<file path="src/rtl/int2float_pipe_pkg.sv">
// int2float_pipe_pkg
//   Shared FP32 constants and the packed single-precision layout used by the
//   integer-to-float pipeline.
package int2float_pipe_pkg;

    localparam int unsigned FpW     = 32;   // total encoding width
    localparam int unsigned FpExpW  = 8;    // exponent field width
    localparam int unsigned FpManW  = 23;   // mantissa field width
    localparam int unsigned FpBias  = 127;  // exponent bias

    localparam logic [FpW-1:0] FpZero = 32'h0000_0000;  // +0.0

    typedef struct packed {
        logic              sign;
        logic [FpExpW-1:0] exp;
        logic [FpManW-1:0] man;
    } fp32_t;

endpackage

</file>
<file path="src/rtl/int2float_pipe_if.sv">
// int2float_pipe_if
//   Valid/ready streaming bundle for the integer-to-float converter.
//   Input side : in_valid, in_ready, in_data[INT_W]
//   Output side: out_valid, out_ready, out_data[32], out_inexact
//   slave  : the converter (consumes in_*, produces out_*)
//   master : the environment driving samples and accepting results
interface int2float_pipe_if
    import int2float_pipe_pkg::*;
#(
    parameter int unsigned INT_W = 16
) ();

    logic             in_valid;
    logic             in_ready;
    logic [INT_W-1:0] in_data;
    logic             out_valid;
    logic             out_ready;
    logic [FpW-1:0]   out_data;
    logic             out_inexact;

    modport slave (
        input  in_valid, in_data, out_ready,
        output in_ready, out_valid, out_data, out_inexact
    );

    modport master (
        output in_valid, in_data, out_ready,
        input  in_ready, out_valid, out_data, out_inexact
    );

endinterface

</file>
<file path="src/rtl/lzc_param.sv">
// lzc_param
//   Leading-one detector over a WIDTH-bit vector.
//   in_i   : vector to scan
//   pos_o  : index of the most significant set bit (0 when in_i is zero)
//   zero_o : in_i has no set bit
module lzc_param #(
    parameter  int unsigned WIDTH = 16,
    localparam int unsigned PosW  = (WIDTH > 1) ? $clog2(WIDTH) : 1
) (
    input  logic [WIDTH-1:0] in_i,
    output logic [PosW-1:0]  pos_o,
    output logic             zero_o
);

    // Ascending scan: the last set bit seen is the most significant one.
    always_comb begin
        pos_o = '0;
        for (int unsigned i = 0; i < WIDTH; i++) begin
            if (in_i[i]) begin
                pos_o = PosW'(i);
            end
        end
        zero_o = ~|in_i;
    end

endmodule

</file>
<file path="src/rtl/int2float_pipe.sv">
// int2float_pipe
//   Three-stage integer to IEEE-754 single-precision converter with
//   valid/ready flow control and round-to-nearest-even.
//     S1: sign extract and magnitude
//     S2: leading-one detect and left-normalise
//     S3: round, pack, output register
//   Ports:
//     clk   : sole clock, rising edge
//     reset : synchronous, active-high; drops all samples in flight
//     bus   : int2float_pipe_if slave (in_* sample stream, out_* result stream)
//   Parameters:
//     INT_W  : input width, 2..32
//     SIGNED : 1 = two's-complement input, 0 = unsigned input
module int2float_pipe
    import int2float_pipe_pkg::*;
#(
    parameter int unsigned INT_W  = 16,
    parameter bit          SIGNED = 1'b1
) (
    input logic             clk,
    input logic             reset,
    int2float_pipe_if.slave bus
);

    localparam int unsigned PosW     = $clog2(INT_W);
    localparam int unsigned NormW    = 32;                  // normalised width, leading one at MSB
    localparam int unsigned FracW    = NormW - 1;           // bits below the leading one
    localparam int unsigned GuardBit = FracW - FpManW - 1;  // first bit dropped by the mantissa

    // Flow control: each stage may load when it is empty or its content leaves.
    logic s1_ready, s2_ready, s3_ready;

    // Stage 1 state
    logic             s1_valid_q;
    logic             s1_sign_q, s1_sign_d;
    logic [INT_W-1:0] s1_mag_q, s1_mag_d;

    // Stage 2 state
    logic             s2_valid_q;
    logic             s2_sign_q;
    logic             s2_zero_q;
    logic [4:0]       s2_pos_q, s2_pos_d;
    logic [FracW-1:0] s2_frac_q, s2_frac_d;

    // Stage 3 (output register)
    logic             s3_valid_q;
    logic [FpW-1:0]   s3_data_q, s3_data_d;
    logic             s3_inexact_q, s3_inexact_d;

    // Leading-one detector results on the S1 magnitude
    logic [PosW-1:0]  lz_pos;
    logic             lz_zero;

    // Rounding intermediates
    logic [FpManW-1:0] man_trunc;
    logic              guard, sticky, round_up;
    logic [FpManW:0]   man_rnd;
    logic [FpExpW-1:0] exp_fld;
    fp32_t             res;

    assign s3_ready = !s3_valid_q || bus.out_ready;
    assign s2_ready = !s2_valid_q || s3_ready;
    assign s1_ready = !s1_valid_q || s2_ready;

    assign bus.in_ready    = s1_ready && !reset;
    assign bus.out_valid   = s3_valid_q;
    assign bus.out_data    = s3_data_q;
    assign bus.out_inexact = s3_inexact_q;

    // S1: the negation is done on INT_W bits, so the most negative input
    // yields 2^(INT_W-1) as an unsigned magnitude without overflow.
    always_comb begin
        s1_sign_d = SIGNED && bus.in_data[INT_W-1];
        s1_mag_d  = bus.in_data;
        if (s1_sign_d) begin
            s1_mag_d = ~bus.in_data + INT_W'(1);
        end
    end

    lzc_param #(
        .WIDTH (INT_W)
    ) u_lzc (
        .in_i   (s1_mag_q),
        .pos_o  (lz_pos),
        .zero_o (lz_zero)
    );

    // S2: shift the leading one up to bit NormW-1 and keep only what lies below it.
    always_comb begin
        s2_pos_d  = 5'(lz_pos);
        s2_frac_d = FracW'(NormW'(s1_mag_q) << (5'(NormW - 1) - s2_pos_d));
    end

    // S3: bits below the guard form the sticky; they are all zero when p <= 23,
    // so rounding and inexact fall out naturally for small magnitudes.
    always_comb begin
        man_trunc = s2_frac_q[FracW-1 -: FpManW];
        guard     = s2_frac_q[GuardBit];
        sticky    = |s2_frac_q[GuardBit-1:0];
        round_up  = guard && (sticky || man_trunc[0]);
        man_rnd   = {1'b0, man_trunc} + {{FpManW{1'b0}}, round_up};
        // A carry out of the mantissa leaves man_rnd[FpManW-1:0] == 0 already.
        exp_fld   = FpExpW'(FpBias) + FpExpW'(s2_pos_q) + FpExpW'(man_rnd[FpManW]);

        res.sign  = s2_sign_q;
        res.exp   = exp_fld;
        res.man   = man_rnd[FpManW-1:0];

        s3_data_d    = res;
        s3_inexact_d = guard || sticky;
        if (s2_zero_q) begin
            s3_data_d    = FpZero;
            s3_inexact_d = 1'b0;
        end
    end

    always_ff @(posedge clk) begin
        if (reset) begin
            s1_valid_q   <= 1'b0;
            s1_sign_q    <= 1'b0;
            s1_mag_q     <= '0;
            s2_valid_q   <= 1'b0;
            s2_sign_q    <= 1'b0;
            s2_zero_q    <= 1'b0;
            s2_pos_q     <= '0;
            s2_frac_q    <= '0;
            s3_valid_q   <= 1'b0;
            s3_data_q    <= FpZero;
            s3_inexact_q <= 1'b0;
        end else begin
            if (s1_ready) begin
                s1_valid_q <= bus.in_valid;
                if (bus.in_valid) begin
                    s1_sign_q <= s1_sign_d;
                    s1_mag_q  <= s1_mag_d;
                end
            end
            if (s2_ready) begin
                s2_valid_q <= s1_valid_q;
                if (s1_valid_q) begin
                    s2_sign_q <= s1_sign_q;
                    s2_zero_q <= lz_zero;
                    s2_pos_q  <= s2_pos_d;
                    s2_frac_q <= s2_frac_d;
                end
            end
            if (s3_ready) begin
                s3_valid_q <= s2_valid_q;
                if (s2_valid_q) begin
                    s3_data_q    <= s3_data_d;
                    s3_inexact_q <= s3_inexact_d;
                end
            end
        end
    end

endmodule
</file>
<file path="src/flat_wrapper.sv">
// flat-port wrapper written by rule: the top's interface ports become plain ports
module int2float_pipe_flat import int2float_pipe_pkg::*;
#(
    parameter int unsigned INT_W  = 16,
    parameter bit          SIGNED = 1'b1
)
  (clk, reset, bus_in_valid, bus_in_data, bus_out_ready, bus_in_ready, bus_out_valid, bus_out_data, bus_out_inexact);
  int2float_pipe_if #(.INT_W(INT_W)) bus_i ();
  input logic clk;
  input logic reset;
  input wire logic [$bits(bus_i.in_valid)-1:0] bus_in_valid;
  input wire logic [$bits(bus_i.in_data)-1:0] bus_in_data;
  input wire logic [$bits(bus_i.out_ready)-1:0] bus_out_ready;
  output wire logic [$bits(bus_i.in_ready)-1:0] bus_in_ready;
  output wire logic [$bits(bus_i.out_valid)-1:0] bus_out_valid;
  output wire logic [$bits(bus_i.out_data)-1:0] bus_out_data;
  output wire logic [$bits(bus_i.out_inexact)-1:0] bus_out_inexact;
  assign bus_i.in_valid = bus_in_valid;
  assign bus_i.in_data = bus_in_data;
  assign bus_i.out_ready = bus_out_ready;
  assign bus_in_ready = bus_i.in_ready;
  assign bus_out_valid = bus_i.out_valid;
  assign bus_out_data = bus_i.out_data;
  assign bus_out_inexact = bus_i.out_inexact;
  int2float_pipe #(.INT_W(INT_W), .SIGNED(SIGNED)) u_core (.clk(clk), .reset(reset), .bus(bus_i));
endmodule
</file>
<file path="config.mk">
export PLATFORM = sky130hd
export DESIGN_NAME = int2float_pipe_flat
export DESIGN_NICKNAME = d
export VERILOG_FILES = /design/src/rtl/int2float_pipe_pkg.sv /design/src/rtl/int2float_pipe_if.sv /design/src/rtl/lzc_param.sv /design/src/rtl/int2float_pipe.sv /design/src/flat_wrapper.sv
export SDC_FILE = /design/constraint.sdc
export NUM_CORES = 1
export LEC_CHECK = 0
export ABC_AREA = 1
export BUFFER_PORTS_ARGS = -buffer_cell sky130_fd_sc_hd__buf_2
export CORE_MARGIN = 3
export CORE_UTILIZATION = 56
export CTS_CLUSTER_SIZE = 8
export DETAILED_ROUTE_END_ITERATION = 7
export PLACE_DENSITY_LB_ADDON = 0.3
export SYNTH_ARGS = -nofsm -noshare
export SYNTH_HDL_FRONTEND = slang
export SYNTH_SLANG_ARGS = --single-unit
</file>
<file path="constraint.sdc">
create_clock -name clk -period 2.05 [get_ports clk]
set_input_delay 0.41 -clock clk [delete_from_list [all_inputs] [get_ports clk]]
set_output_delay 0.41 -clock clk [all_outputs]
set_load 0.005 [all_outputs]
</file>
==> impl_results.md, run 1 <==
- Status: finished clean
- Share of post-route cells with drive strength above 1: 20.1%
- GP Congestion: 0.933
- Die Y: 84.0 um
- Yosys reg bits: 64
- Hold Vio Cnt, Final: 0
- Hpwl dp: 5.99 mm
- Fin crit period: 1.97 ns
- Remaining antenna violation count after routing: 0
- PD cells: 846 nW/um2
- HP Class: in2reg
- Final Max Slew Viols: 0
- Die Span X: 84.0 um
- CP endpoint kind: register
- RSZ-0062 raised after global routing: true
- Post-synth cell types: 33
- Per-cell routed wire length: 13.6 um
- DRC Markers: 0
- Reg clk slew, reported paths: 0.08 ns
- Tightest Pin Transition: 0.641 ns
- Clk buf depth: 2
- Drt first-iter violations: 325
- I/O pins: 55
- Initial antenna violation count: 0
- Crit path DAT: 2.20 ns
- VDD IR max: 0.000495 V
- Placed cells: 611
- Finish-stage setup viols: 0
- Crit-path cells: inv_2, nand2_1, nand2_1, nand2_1, nand2_1, nand2_1, nand2_1, nand2_1, nand2_1, nand2_1, nand2_1, nand2_2, nand2_4, nand2_8, nand2_1, nand3_1, nand2_1, nand3_1, nand2_1, nor2_1, nor2_1
- Max H-tree Level: 3
- Final nets: 576
- Fraction of registers with async set/reset: 0%
- Detailed-route wire length: 8.57 mm
- Post-synth EDFFs: 0
- Util after Layout: 70.7%
- CTS Buf Count: 9
- Remaining Overflow, GRT: 0
- Largest net degree at the start of global routing: 41
- CP max FO: 8
- WP data required: 2.29 ns
- Crit Path Class: reg2reg
- Overall routing resource usage: 24.0%
- Mapped Area: 3400 um2
- Avg Cell Area, Syn: 6.75 um2
- Port buffer count: 45
- Clock Tree Root: clkbuf_8
- Hold_buf cts: 0
- Crit share post-route: 95.9%
- Crit-path most repeated cell: nand2_1
- Max Cap Viol: 0
- CTS Sinks: 64
- Post-synthesis cell count: 504
- DIE AREA: 7050 um2
- Slowest CP cell: dfxtp_1
- Dominant synthesized flop cell: dfxtp_1
- CTS tree: yes
- Critical path's largest stage delay: 0.34 ns
- Initial core utilization: 60.0%
- Layout area overhead: 18.0%
- Avg Vias per Cell: 5.60
- Post-synthesis sequential area ratio: 37.6%
- Achievable Freq: 509 MHz
- Final Skew: 0.00854 ns
- CP Launch Type: register
- Final Non-Filler Cells: 630
- DR pass1 iterations: 5
- Core area: 5680 um2
- Worst-Skew Late Latency: 0.36 ns
- First-pass GRT wire length: 13.8 mm
- Static Leak: 1.90 nW
- Via Count: 3528
- Vias in the first global route: 2992
- FP Rows: 27
- Number of diodes: 0
- Yosys Warn Count: 0
- Max_slew headroom: 57.2%
==> critical path, delay by kind of cell (launching register included) <==
family,cells,cell delay (ns)
AND/OR/NAND/NOR,20,1.45
flip-flops,1,0.34
buffers and inverters,1,0.05
==> cell usage after synthesis (2+ instances only) <==
library cell / number / area share [%]
nand3_2: 6 / 1.8
a31oi_1: 2 / 0.37
o211ai_1: 2 / 0.44
nand2_2: 2 / 0.37
nor3_1: 6 / 0.88
nand2_4: 2 / 0.66
xnor2_1: 4 / 1.0
nor4_1: 5 / 0.92
nand4_1: 3 / 0.55
a21oi_1: 47 / 6.9
nand3_1: 69 / 10
nand2_1: 116 / 13
o221ai_1: 5 / 1.3
xor2_1: 4 / 1.0
buf_6: 2 / 0.66
inv_1: 51 / 5.6
buf_2: 4 / 0.59
a22oi_1: 9 / 2.0
dfxtp_1: 64 / 38
inv_2: 3 / 0.33
buf_1: 2 / 0.22
clkbuf_1: 14 / 1.5
buf_4: 11 / 2.4
nor2_1: 44 / 4.9
ha_1: 3 / 1.1
o21ai_0: 17 / 2.5
==> metrics by stage <==
stage | TNS, ns | setup WS, ns | hold WS [ns] | area, um2 | total power, W
finish | 0 | 0.0834 | 0.329 | 4020 | 0.00340
CTS | 0 | 0.132 | 0.324 | 3900 | 0.00330
detailed placement | 0 | 0.0864 | 0.452 | 3680 | 0.00211
global placement | 0 | 0.143 | 0.448 | 3680 | 0.00210
global route | -0.227 | -0.0434 | 0.346 | 4020 | 0.00355
floorplan | 0 | 0.348 | 0.441 | 3430 | 0.00194
==> where the power goes <==
group	total, W	switching [W]	internal, W
Clock	0.00122	0.000530	0.000686
Combinational	0.000825	0.000541	0.000284
Sequential	0.00135	0.0000422	0.00131
==> registers in the layout (all words and copies together) (netlist names) <==
register	flops
u_core.s2_sign_q	1
u_core.s1_valid_q	1
u_core.bus.out_valid	1
u_core.bus.out_data	23
u_core.s1_mag_q	16
u_core.s2_valid_q	1
u_core.s2_frac_q	15
u_core.s1_sign_q	1
u_core.s2_pos_q	4
u_core.s2_zero_q	1
==> cell type report <==
class                   instances  area [um2]
fillers                       470        1660
repair buffers                 61         349
flip-flops and latches         64        1280
clock buffers                   9         124
multi-input cells             363        1870
well taps                      72        90.1
inverters                      54         203
clock inverters                 7        96.3
==> placed cells by master, fill, tap and decap left out, types with 4 or more instances in the layout <==
master,instances
buf_4,15
o221ai_1,5
nand2_2,4
dfxtp_1,64
conb_1,9
nand2_1,115
nor3_1,6
o21ai_0,17
xnor2_1,4
inv_1,51
buf_2,45
nand3_2,18
nor4_1,5
a21oi_1,44
nand3_1,57
a21oi_2,4
clkbuf_8,9
nor2_1,43
xor2_1,4
a22oi_1,9
==> path summary, 6_finish.rpt <==
check / start / endpoint / slack, ns / cells past startpoint
worst min register to register: u_core.s2_frac_q[23] / u_core.bus.out_data[15] / 0.46 / 2
worst max register to register: u_core.s1_mag_q[2] / u_core.s2_frac_q[27] / 0.08 / 21
worst min-delay path: reset / u_core.bus.out_valid / 0.33 / 2
worst max-delay path: u_core.s1_mag_q[2] / u_core.s2_frac_q[27] / 0.08 / 21
==> cells by family (layout without fill, tap and decap cells) <==
| family | Yosys count | in the layout | share of synthesized area (%) |
|---|---|---|---|
| adder cells (fa/ha/maj) | 3 | 3 | 1.10 |
| flip-flops | 64 | 64 | 37.6 |
| AND/OR/NAND/NOR | 256 | 258 | 33.5 |
| buffers and inverters | 87 | 131 | 11.4 |
| other | 1 | 9 | 0.110 |
| XOR/XNOR | 8 | 8 | 2.06 |
| AO/OA/AOI/OAI | 85 | 85 | 14.2 |
==> layer usage <==
| metal | global-route usage (%) | wire length (um) | up-vias |
|---|---|---|---|
| met5 | 0 | 0 | - |
| met4 | 9.94 | 196 | 0 |
| met3 | 5.82 | 645 | 21 |
| met2 | 37.5 | 3980 | 159 |
| met1 | 31.6 | 3750 | 1598 |
| li1 | - | - | 1750 |
==> repair_timing <==
item / in CTS / in global routing
setup buffers: 0 / 1
gates resized for setup: 0 / 20
endpoints found under the setup margin: 0 / 10
(Power assumes the default switching activity.)
==> run 2: changes to the inputs <==
Settings changed: CORE_UTILIZATION 56 to 60.
Clock period 2.05 ns to 2.4 ns, I/O delays scaled along.
==> impl_results.md, run 2 (synthesized netlist as in run 1, its figures left out) <==
- Resize count post-CTS: 0
- Detailed-route wire length: 7.69 mm
- Hold_buf cts: 0
- R2r startpoint: u_core.s1_mag_q[3]
- Post-CTS setup buffers: 0
- Status: finished clean
- FP Rows: 26
- Avg Vias per Cell: 5.39
- Hold Path End: u_core.s1_mag_q[1]
- Setup WS pre-CTS: 0.274 ns
- Sequential cell area: 1280 um2
- Crit path DAT: 2.37 ns
- Number of diodes: 0
- Crit Path Class: reg2reg
- HP Class: in2reg
- Crit-path cells: inv_2, nand2_1, nand3_1, nand3_1, nand3_1, nand3_1, nand3_1, nand3_2, inv_2, nand3_1, nand3_1, nand3_1, nand3_1, nand2_1, inv_1
- DRC Markers: 0
- DIE AREA: 6610 um2
- Hold Vio Cnt, Final: 0
- Clk buf depth: 2
- Hold Startpoint: bus_in_data[1]
- CP Launch Type: register
- Static Leak: 1.82 nW
- Filler cells: 464
- Hpwl dp: 5.84 mm
- PD cells: 715 nW/um2
- Area of the multi-input gates: 1760 um2
- CP endpoint kind: register
- Max Cap Viol: 0
- CP max FO: 13
- Worst-Skew Late Latency: 0.34 ns
- Tightest Pin Transition: 0.848 ns
- Final nets: 567
- Most common cell after layout, fill and taps aside: nand2_1
- Critical path's largest stage delay: 0.32 ns
- Reg2Reg Depth: 15
- CTS Sinks: 64
- DR pass1 iterations: 5
- Register-to-register setup slack: 0.32 ns
- Crit share post-route: 86.9%
- Port buffer count: 45
- Final Skew: 0.00586 ns
- Max H-tree Level: 3
- Final Worst Setup Slack: 0.315 ns
- Reg2reg end: u_core.s2_frac_q[28]
- Slowest CP cell: dfxtp_1
- GP Congestion: 0.910
- Finish-stage setup viols: 0
- Share of post-route cells with drive strength above 1: 15.5%
- Via Count: 3333
- RSZ-0062 raised after global routing: false
- Core area: 5300 um2
- Remaining Overflow, GRT: 0
- Fin crit period: 2.08 ns
- Vias in the first global route: 3030
- Tot Pwr: 0.00274 W
- Clock Tree Root: clkbuf_8
- Drt first-iter violations: 208
- I/O pins: 55
- Reg clk slew, reported paths: 0.07 ns
- Die Y: 81.3 um
- Hold Crit Depth: 3
- Layout area overhead: 12.8%
- Final Max Slew Viols: 0
- Stages on the worst setup path: 15
- Max reg flops: 23
- WP data required: 2.69 ns
- Die Span X: 81.3 um
- Largest net degree at the start of global routing: 48
- Commonest cells after routing, fill and taps aside: nand2_1, nand3_1, dfxtp_1, inv_1, a21oi_1
- Remaining antenna violation count after routing: 0
- VDD IR max: 0.000444 V
- First-pass GRT wire length: 13.3 mm
- Per-cell routed wire length: 12.4 um
- Achievable Freq: 480 MHz
- Buffers plus inverters on the worst setup path: 3
- Delay-heaviest family, CP: simple AND/OR/NAND/NOR gates
- CTS Buf Count: 9
- Initial core utilization: 64.2%
- Overall routing resource usage: 25.7%
- CTS tree: yes
- Crit-path most repeated cell: nand3_1
- Initial antenna violation count: 0
- Max_slew headroom: 43.2%
- Post-Route Setup TNS: 0 ns
run 2: changes by cell type in the layout (fill, tap and decap cells not counted), moves of 3 or more:
cell / previous run / this run
a21oi_1: 44 / 47
a21oi_2: 4 / 1
buf_4: 15 / 9
clkinv_4: 3 / 0
nand3_1: 57 / 69
nand3_2: 18 / 6
run 2: worst max-delay path by stage:
stage | slack [ns] | to | start
finish | 0.32 | u_core.s2_frac_q[28] | u_core.s1_mag_q[3]
global route | 0.01 | u_core.s2_frac_q[27] | u_core.s1_mag_q[2]
CTS | 0.33 | u_core.s2_frac_q[27] | u_core.s1_mag_q[2]
detailed placement | 0.27 | u_core.s2_frac_q[30] | bus_out_ready
global placement | 0.32 | u_core.s2_frac_q[30] | bus_out_ready
floorplan | 0.69 | u_core.s1_mag_q[13] | bus_in_data[3]
run 2: worst min-delay path, delay by kind of cell:
family / cells / cell delay [ns]
AO/OA/AOI/OAI: 1 / 0.07
AND/OR/NAND/NOR: 1 / 0.06
buffers and inverters: 1 / 0.11
run 2: where the power goes:
| group | internal (W) | switching, W |
|---|---|---|
| Clock | 0.000574 | 0.000403 |
| Sequential | 0.00112 | 0.0000352 |
| Combinational | 0.000207 | 0.000403 |
| Total | 0.00190 | 0.000841 |
run 2: metal layers:
metal	wire length (um)	vias up	GRT usage [%]
met4	112	0	9.12
met2	3760	72	44.5
li1	-	1721	-
met3	355	13	4.32
met5	0	-	0
met1	3460	1527	31.8
run 2: area by class of cell:
cell class | instances | area share [%]
Timing Repair Buffer | 54 | 7.63
Inverter | 54 | 5.28
Multi-Input combinational cell | 361 | 46.0
Clock buffer | 9 | 3.23
Clock inverter | 6 | 2.22
Tap cell | 70 | 2.28
Sequential cell | 64 | 33.4
run 2: metrics by stage:
stage / utilization (%) / hold WS, ns / area [um2] / cells
4_1_cts: 72.4 / 0.416 / 3840 / 618
6_report: 72.4 / 0.421 / 3840 / 618
3_5_place_dp: 68.4 / 0.456 / 3630 / 603
2_1_floorplan: - / 0.441 / 3430 / 512
5_1_grt: 72.4 / 0.422 / 3840 / 618
3_3_place_gp: 68.4 / 0.447 / 3630 / 603
